File: src/rtl/csa_accumulator.sv
// csa_accumulator: folds a packet of carry-save (sum, carry) beats into a
// registered carry-save accumulator using a 4:2 reduction per beat. On the
// last beat a single carry-propagate add resolves the accumulator, and the
// binary result is offered on a valid/ready output.
module csa_accumulator #(
    parameter int WIDTH_I   = 8,
    parameter int MAX_TERMS = 16,
    parameter int WIDTH_O   = WIDTH_I + 1 + $clog2(MAX_TERMS),
    parameter int CNT_W     = $clog2(MAX_TERMS + 1)
) (
    input  logic               clk_i,
    input  logic               rst_i,
    input  logic               in_valid_i,
    output logic               in_ready_o,
    input  logic [WIDTH_I-1:0] cs_sum_i,
    input  logic [WIDTH_I-1:0] cs_carry_i,
    input  logic               in_last_i,
    output logic               out_valid_o,
    input  logic               out_ready_i,
    output logic [WIDTH_O-1:0] result_o,
    output logic [CNT_W-1:0]   count_o,
    output logic               overflow_o
);

    localparam logic [1:0] ST_ACCUM   = 2'd0;
    localparam logic [1:0] ST_RESOLVE = 2'd1;
    localparam logic [1:0] ST_OUTPUT  = 2'd2;

    logic [1:0]         state_q,     state_d;
    logic [WIDTH_O-1:0] acc_s_q,     acc_s_d;
    logic [WIDTH_O-1:0] acc_c_q,     acc_c_d;
    logic [CNT_W-1:0]   count_q,     count_d;
    logic               ovf_q,       ovf_d;
    logic [WIDTH_O-1:0] result_q,    result_d;
    logic [CNT_W-1:0]   count_out_q, count_out_d;
    logic               ovf_out_q,   ovf_out_d;

    // Inputs zero-extended to accumulator width.
    logic [WIDTH_O-1:0] ext_sum;
    logic [WIDTH_O-1:0] ext_carry;
    assign ext_sum   = {{(WIDTH_O-WIDTH_I){1'b0}}, cs_sum_i};
    assign ext_carry = {{(WIDTH_O-WIDTH_I){1'b0}}, cs_carry_i};

    // Two cascaded 3:2 levels. Carry vectors are produced already shifted
    // left by one; the carry out of the top bit is dropped (modulo 2^WIDTH_O).
    logic [WIDTH_O-1:0] l1_s, l1_c;
    logic [WIDTH_O-1:0] l2_s, l2_c;

    generate
        for (genvar gi = 0; gi < WIDTH_O; gi++) begin : g_csa
            assign l1_s[gi] = acc_s_q[gi] ^ acc_c_q[gi] ^ ext_sum[gi];
            assign l2_s[gi] = l1_s[gi] ^ l1_c[gi] ^ ext_carry[gi];
            if (gi == 0) begin : g_lsb
                assign l1_c[gi] = 1'b0;
                assign l2_c[gi] = 1'b0;
            end else begin : g_upper
                assign l1_c[gi] = (acc_s_q[gi-1] & acc_c_q[gi-1])
                                | (acc_s_q[gi-1] & ext_sum[gi-1])
                                | (acc_c_q[gi-1] & ext_sum[gi-1]);
                assign l2_c[gi] = (l1_s[gi-1] & l1_c[gi-1])
                                | (l1_s[gi-1] & ext_carry[gi-1])
                                | (l1_c[gi-1] & ext_carry[gi-1]);
            end
        end
    endgenerate

    // Next-state logic for the accumulate / resolve / present sequence.
    always_comb begin
        state_d     = state_q;
        acc_s_d     = acc_s_q;
        acc_c_d     = acc_c_q;
        count_d     = count_q;
        ovf_d       = ovf_q;
        result_d    = result_q;
        count_out_d = count_out_q;
        ovf_out_d   = ovf_out_q;
        case (state_q)
            ST_ACCUM: begin
                if (in_valid_i) begin
                    acc_s_d = l2_s;
                    acc_c_d = l2_c;
                    if (count_q == CNT_W'(MAX_TERMS)) begin
                        ovf_d = 1'b1;
                    end else begin
                        count_d = count_q + CNT_W'(1);
                    end
                    if (in_last_i) begin
                        state_d = ST_RESOLVE;
                    end
                end
            end
            ST_RESOLVE: begin
                result_d    = acc_s_q + acc_c_q;
                count_out_d = count_q;
                ovf_out_d   = ovf_q;
                state_d     = ST_OUTPUT;
            end
            ST_OUTPUT: begin
                if (out_ready_i) begin
                    acc_s_d = '0;
                    acc_c_d = '0;
                    count_d = '0;
                    ovf_d   = 1'b0;
                    state_d = ST_ACCUM;
                end
            end
            default: begin
                state_d = ST_ACCUM;
            end
        endcase
    end

    // State and datapath registers with synchronous reset.
    always_ff @(posedge clk_i) begin
        if (rst_i) begin
            state_q     <= ST_ACCUM;
            acc_s_q     <= '0;
            acc_c_q     <= '0;
            count_q     <= '0;
            ovf_q       <= 1'b0;
            result_q    <= '0;
            count_out_q <= '0;
            ovf_out_q   <= 1'b0;
        end else begin
            state_q     <= state_d;
            acc_s_q     <= acc_s_d;
            acc_c_q     <= acc_c_d;
            count_q     <= count_d;
            ovf_q       <= ovf_d;
            result_q    <= result_d;
            count_out_q <= count_out_d;
            ovf_out_q   <= ovf_out_d;
        end
    end

    assign in_ready_o  = (state_q == ST_ACCUM);
    assign out_valid_o = (state_q == ST_OUTPUT);
    assign result_o    = result_q;
    assign count_o     = count_out_q;
    assign overflow_o  = ovf_out_q;

endmodule

File: config.mk
export PLATFORM = sky130hd
export DESIGN_NAME = csa_accumulator
export DESIGN_NICKNAME = d
export VERILOG_FILES = /design/src/rtl/csa_accumulator.sv
export SDC_FILE = /design/constraint.sdc
export NUM_CORES = 1
export LEC_CHECK = 0
export ABC_AREA = 1
export CORE_MARGIN = 2
export CORE_UTILIZATION = 60
export DETAILED_ROUTE_END_ITERATION = 8
export MAX_ROUTING_LAYER = met4
export PLACE_DENSITY = 0.86
export RECOVER_POWER = 25
export SYNTH_ARGS = -nofsm -noshare
export SYNTH_HDL_FRONTEND = slang
export SYNTH_SLANG_ARGS = --single-unit
File: constraint.sdc
create_clock -name clk_i -period 2.7 [get_ports clk_i]
set_input_delay 0.54 -clock clk_i [delete_from_list [all_inputs] [get_ports clk_i]]
set_output_delay 0.54 -clock clk_i [all_outputs]
set_load 0.05 [all_outputs]
# --- Yosys cells after proc, flatten, opt, wreduce, memory -nomap -nowiden ---
# Cells that the tools add are included.
word_totals:
  reg_bits: 53
  inputBits: 21
  out_inout_bits: 21
  elab_cells: 166
op_classes:
  n_addsub: 2
  n_eq_ne: 8
  mux: 17
  bitwise: 125
  n_reduce_logical: 6
ops:
  columns: ["op", "n"]
  rows:
  - ["bitwise AND 1 bit", 54]
  - ["case mux 13 bit (2 select lines)", 2]
  - ["XOR 1 bit", 41]
  - ["two-way mux 13 bit", 3]
  - ["bitwise OR 1 bit", 30]
  - ["two-way mux 5 bit", 3]
  - ["adder 13 bit", 1]
  - ["case mux 5 bit (2 select lines)", 1]
  - ["AND reduction 4 bit", 2]
  - ["two-way mux 2 bit", 3]
  - ["inequality test 2 x 1 -> 1 bit (second input constant)", 3]
  - ["case mux 2 bit (3 select lines)", 1]
  - ["AND reduction 3 bit", 2]
  - ["adder 5 x 1 -> 5 bit (second input constant)", 1]
  - ["equality test 5 bit (second input constant)", 1]
  - ["inequality test 2 bit (second input constant)", 2]
  - ["two-way mux 1 bit", 3]
  - ["equality test 2 x 1 -> 1 bit (second input constant)", 1]
  - ["equality test 2 bit (second input constant)", 1]
  - ["logical NOT 2 bit", 1]
  - ["case mux 1 bit (2 select lines)", 1]
  - ["nonzero test 2 bit", 1]

# --- Longest topological paths before layout ---
logic_depth:
  depth_word: 8
  depth_mapped: 11
  depth_no_buf: 11

# --- Worst setup path before layout ---
# OpenSTA, ideal clock, no wires.
synth_path:
  path_type: "input -> register"
  startpoint: "in cs_sum_i[7]"
  endpoint: "reg acc_c_q[8]"
  setup_ps: 71
  arrival_time_ps: 1830
  t_required_ps: 2629
  path_slack_ps: 800
  stages: 5
  n_path_buf: 0
  cell_sequence: "inv_1 fa_1 fa_1 or2_2 a21oi_1"
synth_via:
  elab_chain_cells: 6
  word_cells_on_any_way: 7
  classes_between: "mux: 2; bitwise: 5"
synth_rtl:
  columns: ["item", "line", "source"]
  rows:
  - ["start: declaration", "15", "input logic [WIDTH_I-1:0] cs_sum_i,"]
  - ["XOR 1 bit *", "51", "assign l1_s[gi] = acc_s_q[gi] ^ acc_c_q[gi] ^ ext_sum[gi];"]
  - ["bitwise AND 1 bit, on equally long branches", "60, 61", null]
  - ["bitwise OR 1 bit *", "61", "| (l1_s[gi-1] & ext_carry[gi-1])"]
  - ["bitwise OR 1 bit *", "62", "| (l1_c[gi-1] & ext_carry[gi-1]);"]
  - ["two-way mux 13 bit *", "79", "if (in_valid_i) begin"]
  - ["case mux 13 bit (2 select lines) *", "77", "case (state_q)"]
  - ["end signal: assignment", "118", "acc_c_q <= '0;"]
  - ["end signal: assignment", "127", "acc_c_q <= acc_c_d;"]
  - ["end: declaration", "31", "logic [WIDTH_O-1:0] acc_c_q, acc_c_d;"]
# Every way passes the cells marked *; elsewhere a longest branch is shown, timed or not. The select of a mux whose other input is x is not followed.
# A chain may end at the register's enable or synchronous reset.

# --- Worst setup path in the final report ---
layout_path:
  startpoint: "reg state_q[0]"
  endpoint: "out in_ready_o"
layout_via:
  elab_chain_cells: 1
layout_rtl:
  columns: ["item", "line", "source"]
  rows:
  - ["start: declaration", "29", "logic [1:0] state_q, state_d;"]
  - ["start signal: assignment", "125", "state_q <= state_d;"]
  - ["logical NOT 2 bit", "136", "assign in_ready_o = (state_q == ST_ACCUM);"]
  - ["end: declaration", "14", "output logic in_ready_o,"]
# No other way between the ends.

==> impl_metrics.ini <==
[clock_tree]
postCtsSetupRepairBufs = 0
hold_buffers = 0
cts_buffer_depth = 2
cts_tree = done
cts_resized = 0
cts_root_buf = clkbuf_8
clock-sinks = 52
cts_made_buffers = 5
cts.htree.levels = 2
insertion_delay_ns = 0.31
clk_pin_slew_worst_paths_ns = 0.10

[global_route]
grt_pass1_wl_microns = 12300
grt_max_degree = 36
gr-usage-all-layers_pct = 26.7
antenna_found_initial = 0
grt_pass1_vias = 2790
grt_use_met3_pct = 5.09
grt.busiest_layer = met2
grt-ovfl-total = 0
gr-usage-met2_pct = 47.7
grtUsageMet1_pct = 30.0

[logic_synthesis]
syn_avg_cell_area_sq_um = 7.55
ys_seq_area_share_pct = 33.2
synth_fa_ha_area_share_pct = 19.1
synth_compound_area_share_pct = 10.7
synth_nets = 474
yosysWarnings = 0
synth_area_sq_mm = 0.00314
synth-xor-area-share_pct = 1.95
synth_top_family_by_area = simple AND/OR/NAND/NOR gates
netlist-cell-type-count = 30
netlist_instances = 416
yosys-mux-area-fraction_pct = 0
synth_seq_cells = 52
synth-simple-area-share_pct = 23.0

[worst_hold_path]
hold_end = overflow_o
worstHoldStart = ovf_q
hold_class = register to register
hold_depth = 2

[placement]
portBuffers = 41
gp_congestion = 1.01
dpl.hpwl_microns = 5260
dpl.cell_count = 518

[timing]
post-route-min-period_ns = 2.38
fmaxAchievable_ghz = 0.421
report.final.hold_viol_count = 0
slew_viol_final = 0
finalCritPeriodShare_pct = 88.0
clock_skew_ns = 0.00577
tns_ns = 0
tightest_slew_ns = 0.743
rsz0062_at_grt = false
slew_headroom_pct = 50.3
setup_violations = 0

[power_and_ir_drop]
p_per_area_mw_per_mm2 = 529
peakVddDrop_mv = 0.323
p_leak_nw = 1.64

[detailed_routing]
ant_nets = 0
dr_total_vias = 2814
avgViaCountPerCell = 5.35
drt_wl_total_microns = 6980
dr.first_iter.drc_count = 209
dr.pass1.iters = 5
wire_per_inst_microns = 13.3
drc = 0

[setup_path]
path_cells = nor2_1, clkdlybuf4s50_1
worst_ep_required_time_ns = 2.16
critical_path_class = register to primary output
critPathMaxStageDelay_ns = 0.87
cp_max_fo = 4
r2r_cells = 9
r2r_setup_slack_ns = 0.34
cp-start-kind = register
r2r_start = state_q[0]
rr_endpoint = count_q[4]
end_kind = primary output
worst-endpoint-arrival_ns = 1.84
cp_slowest_cell = clkdlybuf4s50_1

[job]
cap_violations = 0

[final_layout]
nFillCells = 434
nets = 513
num_antenna_cells = 0
multiInputGateArea_sq_mm = 0.00171
drive_above_1_share_pct = 4.17
final_cell_count_no_fill = 526
area_growth_pct = 18.2
seq_area_sq_mm = 0.00104

[status]
status = finished, final reports clean

[floorplan]
start_util_pct = 61.9
core.rowCount = 26
die_x_microns = 76.3
core_sq_mm = 0.00507
num_io_pins = 42
die_h_microns = 76.3
die-area_sq_mm = 0.00583
==> through the flow <==
step	util, %	power, W	worst slack [ns]	hold WS [ns]	area, sq um
global placement	71.1	0.00139	0.319	0.450	3610
global route	73.1	0.00208	0.135	0.500	3710
CTS	73.5	0.00197	0.319	0.466	3730
finish	73.1	0.00196	0.325	0.474	3710
floorplan	-	0.00125	0.800	0.430	3140
detailed placement	71.1	0.00141	0.267	0.453	3610
==> worst max-delay path: cells and delay by family (launching register included) <==
family | cells | cell delay, ns
and+or+nand+nor | 1 | 0.29
buffers and inverters | 1 | 0.87
DFF | 1 | 0.36
==> routing by layer <==
metal	wire length [microns]	up-vias
met2	3570	97
met3	416	14
li1	-	1381
met4	135	0
met1	2850	1322
met5	0	-
==> cells by family after synthesis <==
| logic type | count (synthesis) |
|---|---|
| compound gates | 61 |
| simple gates | 161 |
| buf+inv | 98 |
| xor+xnor | 7 |
| flops | 52 |
| fa+ha+maj | 37 |
==> area by class of cell <==
| type | count | share of cell area [%] |
|---|---|---|
| Multi-Input combinational cell | 266 | 46.0 |
| Sequential cell | 52 | 28.1 |
| Timing Repair Buffer | 46 | 11.8 |
| Inverter | 84 | 8.50 |
| Tap cell | 70 | 2.36 |
| Clock buffer | 6 | 2.23 |
| Clock inverter | 2 | 1.05 |
==> placed cells by master, fill, tap and decap left out, types with 6 or more instances in the layout <==
cell type and count:
a21oi_1 25, clkbuf_8 6, o22ai_1 14, nand2_1 53, nor2_1 56, dfxtp_1 52
inv_1 83, fa_1 18, nand3_1 38, clkdlybuf4s50_1 41, o21ai_0 17, ha_1 19
==> how the worst max path moves through the flow <==
stage | start | end | slack (ns) | depth (start not counted)
2_1_floorplan | cs_sum_i[7] | acc_c_q[8] | 0.80 | 5
3_3_place_gp | cs_sum_i[7] | acc_c_q[8] | 0.32 | 6
3_5_place_dp | cs_sum_i[7] | acc_c_q[8] | 0.27 | 6
4_1_cts | state_q[0] | in_ready_o | 0.32 | 2
5_1_grt | state_q[0] | count_q[4] | 0.13 | 9
6_report | state_q[0] | in_ready_o | 0.32 | 2
==> synth_stat cells (all sizes together) <==
master   n  share of area [%]
a211oi   1               0.24
a21boi   2               0.48
or2      2               0.40
o21a     2               0.48
clkbuf   5               0.60
nor3     2               0.68
nand2   55                7.2
fa      18                 11
xnor2    5                1.4
nand3   38                6.1
nor3b    1               0.40
o22ai   14                2.8
o21ai   17                2.7
nand3b   1               0.24
ha      19                7.6
nand4    4               0.80
xor2     2               0.56
buf      9                1.5
nor2    57                7.1
and3     1               0.20
a21oi   25                4.0
inv     84                 10
dfxtp   52                 33
==> power by group <==
group	leakage, nW	switching (W)	internal, W
Sequential	0.424	0.0000338	0.000819
Clock	0.0614	0.000265	0.000303
Combinational	1.16	0.000325	0.000217
Total	1.64	0.000624	0.00134
==> state kept, by name, summed over array words and instances, names as in the netlist <==
signal / flops
acc_c_q: 12
overflow_o: 1
acc_s_q: 13
result_o: 13
count_q: 5
ovf_q: 1
state_q: 2
count_o: 5
Note: power is estimated with default switching activity, not from simulation.
